--- config.mk ---
export PLATFORM = sky130hd
export DESIGN_NAME = hazard_controller
export DESIGN_NICKNAME = d
export VERILOG_FILES = /design/src/rtl/hazard_controller.sv
export SDC_FILE = /design/constraint.sdc
export NUM_CORES = 1
export LEC_CHECK = 0
export BUFFER_PORTS_ARGS = -buffer_cell sky130_fd_sc_hd__buf_2
export CAP_MARGIN = 40
export CORE_AREA = 2 2 39 41
export CTS_CLUSTER_SIZE = 24
export DETAILED_ROUTE_END_ITERATION = 8
export DIE_AREA = 0 0 41 43
export PLACE_DENSITY = 0.46
export SYNTH_ARGS = -nofsm -noshare
export SYNTH_HDL_FRONTEND = slang
export SYNTH_SLANG_ARGS = --single-unit
--- constraint.sdc ---
create_clock -name i_clk -period 2 [get_ports i_clk]
set_input_delay 0.4 -clock i_clk [delete_from_list [all_inputs] [get_ports i_clk]]
set_output_delay 0.4 -clock i_clk [all_outputs]
set_load 0.01 [all_outputs]
--- src/rtl/hazard_controller.sv ---
// Pipeline hazard controller: load-use stalls, taken-branch flushes and multi-cycle MDU freeze.
// Optional performance counters are enabled with `define HAZARD_CTRL_PERF_CNT_EN.
package hazard_controller_pkg;
  typedef logic [4:0] reg_t;
endpackage

module hazard_controller
  import hazard_controller_pkg::*;
#(
  parameter int unsigned CNT_W = 32
) (
  input  logic             i_clk,
  input  logic             i_rstn,
  input  reg_t             i_ID_rnum1,
  input  reg_t             i_ID_rnum2,
  input  logic             i_ID_ren1,
  input  logic             i_ID_ren2,
  input  reg_t             i_EX_wnum,
  input  logic             i_EX_mem_read,
  input  logic             i_EX_branch_taken,
  input  logic             i_EX_mdu_start,
  input  logic             i_mdu_done,
  output logic             o_PC_stall,
  output logic             o_IFID_stall,
  output logic             o_IDEX_stall,
  output logic             o_IDEX_bubble,
  output logic             o_EXMEM_bubble,
  output logic             o_IFID_flush,
`ifdef HAZARD_CTRL_PERF_CNT_EN
  output logic [CNT_W-1:0] o_stall_cnt,
  output logic [CNT_W-1:0] o_flush_cnt,
`endif
  output logic             o_mdu_busy
);

  typedef enum logic {RUN, MDU_WAIT} state_t;

  state_t state, next_state;
  logic   load_use;
  logic   mdu_stall;
  logic   lu_stall;
  logic   flush;
  logic   busy;

  if (CNT_W < 1) begin : g_bad_cnt_w
    $error("CNT_W must be at least 1");
  end

  always_ff @(posedge i_clk or negedge i_rstn) begin
    if (!i_rstn) state <= RUN;
    else         state <= next_state;
  end

  assign load_use = i_EX_mem_read && (i_EX_wnum != '0) &&
                    ((i_ID_ren1 && (i_ID_rnum1 == i_EX_wnum)) ||
                     (i_ID_ren2 && (i_ID_rnum2 == i_EX_wnum)));

  // Priority in RUN: wrong-path squash, then MDU freeze, then load-use bubble.
  always_comb begin
    next_state = state;
    mdu_stall  = 1'b0;
    lu_stall   = 1'b0;
    flush      = 1'b0;
    busy       = 1'b0;
    case (state)
      RUN: begin
        if (i_EX_branch_taken) begin
          flush = 1'b1;
        end else if (i_EX_mdu_start && !i_mdu_done) begin
          mdu_stall  = 1'b1;
          next_state = MDU_WAIT;
        end else if (load_use) begin
          lu_stall = 1'b1;
        end
      end
      MDU_WAIT: begin
        busy = 1'b1;
        if (i_mdu_done) next_state = RUN;
        else            mdu_stall  = 1'b1;
      end
      default: next_state = RUN;
    endcase
  end

  // Gated by reset so every output is low while i_rstn is held.
  assign o_PC_stall     = i_rstn && (mdu_stall || lu_stall);
  assign o_IFID_stall   = i_rstn && (mdu_stall || lu_stall);
  assign o_IDEX_stall   = i_rstn && mdu_stall;
  assign o_IDEX_bubble  = i_rstn && (lu_stall || flush);
  assign o_EXMEM_bubble = i_rstn && mdu_stall;
  assign o_IFID_flush   = i_rstn && flush;
  assign o_mdu_busy     = i_rstn && busy;

`ifdef HAZARD_CTRL_PERF_CNT_EN
  always_ff @(posedge i_clk or negedge i_rstn) begin
    if (!i_rstn) begin
      o_stall_cnt <= '0;
      o_flush_cnt <= '0;
    end else begin
      if (o_PC_stall)   o_stall_cnt <= o_stall_cnt + CNT_W'(1);
      if (o_IFID_flush) o_flush_cnt <= o_flush_cnt + CNT_W'(1);
    end
  end
`endif

endmodule
==> flow_metrics.env <==
export IMPL_path_class="input pin to output port"
export IMPL_max_slew_margin_rel_pct=78.4
export IMPL_result_of_the_run="complete, no violations"
export IMPL_power_leakage_nw=0.206
export IMPL_seqPwrFrac_pct=25.3
export IMPL_worstRegToRegCells=2
export IMPL_overall_routed_net_length_um=681
export IMPL_cp_start_kind="input pin"
export IMPL_antennaDiodeCount=0
export IMPL_initial_utilization_pct=17.4
export IMPL_fmaxAchievable_ghz=0.534
export IMPL_drt_iter0_markers=0
export IMPL_firstDrtPassIters=1
export IMPL_max_cap_violations=0
export IMPL_final_setup_viol_count=0
export IMPL_clk_insertion_delay_late_ns=0
export IMPL_critical_path_cell_count=6
export IMPL_critPathMaxStageDelay_ns=0.29
export IMPL_internal_power_mw=0.0589
export IMPL_number_of_enable_type_register_cells_in_the_synthesized_netlist=0
export IMPL_setup_repair_after_global_routing_missed_its_margin="false"
export IMPL_globalRouteOverflowTotal=0
export IMPL_synth_yosys_seq_area_share_pct=10.4
export IMPL_power_density_nw_per_um2=233
export IMPL_num_vias=295
export IMPL_critical_path_arrival_ns=1.47
export IMPL_cpMaxStageDelayCell="nor4_1"
export IMPL_post_synth_inst_count=29
export IMPL_synthMostInstantiatedCell="xor2_1"
export IMPL_drcViolationCount=0
export IMPL_synthesis_area_sq_um=240
export IMPL_gr_usage_all_layers_pct=8.01
export IMPL_p_comb_share_pct=74.7
export IMPL_period_minus_slack_ns=1.87
export IMPL_crit_required_ns=1.60
export IMPL_placement_rows=14
export IMPL_clk_pin_slew_ns=0
export IMPL_switching_power_mw=0.0327
export IMPL_finalWeightedCongestion=0.610
export IMPL_synth_top_area_share_pct=29.2
export IMPL_die_area_sq_um=1760
export IMPL_wl_per_cell_um=9.46
export IMPL_slew_violations=0
export IMPL_core_area_sq_um=1380
export IMPL_skew_ns=0
export IMPL_synthesis_nets=52
export IMPL_final_setup_tns_ns=0
export IMPL_synth_async_sr_flop_share_pct=100
export IMPL_buffer_ports_inserted=29
export IMPL_number_of_flip_flops_under_the_largest_register_name=1
export IMPL_synth_ff_latch_count=1
export IMPL_post_route_cells_drive_above_1_share_pct=53.6
export IMPL_biggestRegsByFlops="state x1"
export IMPL_timing_final_hold_violations=0
export IMPL_filler_cell_count=155
export IMPL_die_height_um=43
export IMPL_synth_lib_cells_used_distinct=18
export IMPL_vias_in_the_first_global_route=300
export IMPL_ys_warnings_count=0
export IMPL_syn2layout_area_growth_pct=63.5
export IMPL_peakVddDrop_uv=123
export IMPL_seqCellArea_sq_um=25.0
export IMPL_finalHoldWorstSlack_ns=0.206
export IMPL_cell_chain_critical_path="buf_4, xor2_1, nor4_1, a32oi_1, o2bb2ai_1, buf_2"
export IMPL_initial_antenna_violation_count=0
export IMPL_fraction_of_the_cycle_the_final_worst_path_needs_pct=93.6
export IMPL_synth_area_per_cell_sq_um=8.28
export IMPL_number_of_top_level_pins=30
export IMPL_die_x_um=41
export IMPL_pin_count_of_the_biggest_net_entering_global_routing=7
export IMPL_yosys_area_top_type="xor2_1"
export IMPL_nNetsFinal=81
export IMPL_vias_per_cell=4.10
export IMPL_worst_hold_path_type="input pin to asynchronous set/reset pin"
export IMPL_postSynth_topFlopCell="dfrtp_1"
export IMPL_clockPowerShare_pct=0
export IMPL_critical_path_max_fanout=3
export IMPL_end_kind="output port"
export IMPL_switching_portion_of_total_power_pct=35.7
export IMPL_tightestPinTransition_ns=0.320
export IMPL_multi_input_comb_area_sq_um=196
export IMPL_synthTopCellsByArea="xor2_1 29%, dfrtp_1 10%, xnor2_1 7.3%"
export IMPL_critPathTopFamily="compound AO/OA/AOI/OAI gates"
export IMPL_residual_antenna_violating_net_count_after_detailed_routing=0
export IMPL_global_route_wire_length_before_repair_um=1060
export IMPL_synthTopCellsByCount="8 x xor2_1, 2 x and2_1, 2 x buf_4, 2 x nor4_1, 2 x xnor2_1"
export IMPL_timing_critical_path_buf_inv=2
export IMPL_registers_top_by_ff_count="state"
[path summary, 6_finish.rpt]
| check | startpoint | endpoint | slack (ns) |
|---|---|---|---|
| setup / recovery | i_EX_wnum[0] | o_IFID_stall | 0.13 |
| hold / removal | i_rstn | state | 0.21 |
| setup reg to reg | state | state | 1.29 |
| hold reg to reg | state | state | 0.63 |
| max in group asynchronous | i_rstn | state | 1.68 |
| min in group i_clk | i_mdu_done | state | 0.60 |
[layout make-up]
cell class              instances  share of cell area, %
flip-flops and latches          1                   6.37
well taps                      16                   5.10
repair buffers                 29                   37.6
multi-input cells              25                   50.0
inverters                       1                  0.955
[power groups by stage]
stage	registers (mW)	clock network, mW	logic (mW)
2_1_floorplan	0.0228	0	0.0327
3_3_place_gp	0.0231	0	0.0689
3_5_place_dp	0.0232	0	0.0683
4_1_cts	0.0232	0	0.0689
5_1_grt	0.0236	0	0.0759
6_report	0.0232	0	0.0684
[kinds of logic after synthesis]
family          synth area share [%]
simple gates                    27.6
compound gates                  17.7
xor+xnor                        36.5
buf+inv                         7.81
flops                           10.4
[timing repair]
action | CTS | global route
gates resized for setup | 0 | 1
setup endpoints to repair | 0 | 2
hold buffers | 0 | 0
setup buffers | 0 | 0
[placed cells by master, fill, tap and decap left out]
master / n
a32oi_1: 1
xor2_1: 8
a21oi_1: 1
nor2_1: 1
inv_1: 1
o21bai_1: 1
dfrtp_1: 1
xnor2_1: 2
or4_1: 1
and2_1: 2
nand2b_1: 1
nor4_1: 2
o211ai_2: 1
nor4bb_1: 1
buf_4: 1
o2bb2ai_1: 1
and2_0: 1
nor3b_1: 1
buf_2: 28
[metal layers]
layer | vias to the layer above | track usage, % | wire length [um]
li1 | 157 | - | -
met1 | 121 | 10.2 | 288
met2 | 17 | 15.0 | 334
met3 | 0 | 0 | 58
met4 | 0 | 0 | 0
met5 | - | 0 | 0
[per-stage QoR]
stage          area (sq um)  util (%)  power [mW]  cells  setup WS, ns
5_1_grt                 393      28.4      0.0995     72       0.00485
3_5_place_dp            390      28.2      0.0916     72        0.0949
6_report                393      28.4      0.0916     72         0.127
2_1_floorplan           240         -      0.0556     29         0.209
3_3_place_gp            390      28.2      0.0919     72         0.106
4_1_cts                 390      28.2      0.0921     72        0.0945
Note: power is estimated with default switching activity, not from simulation.
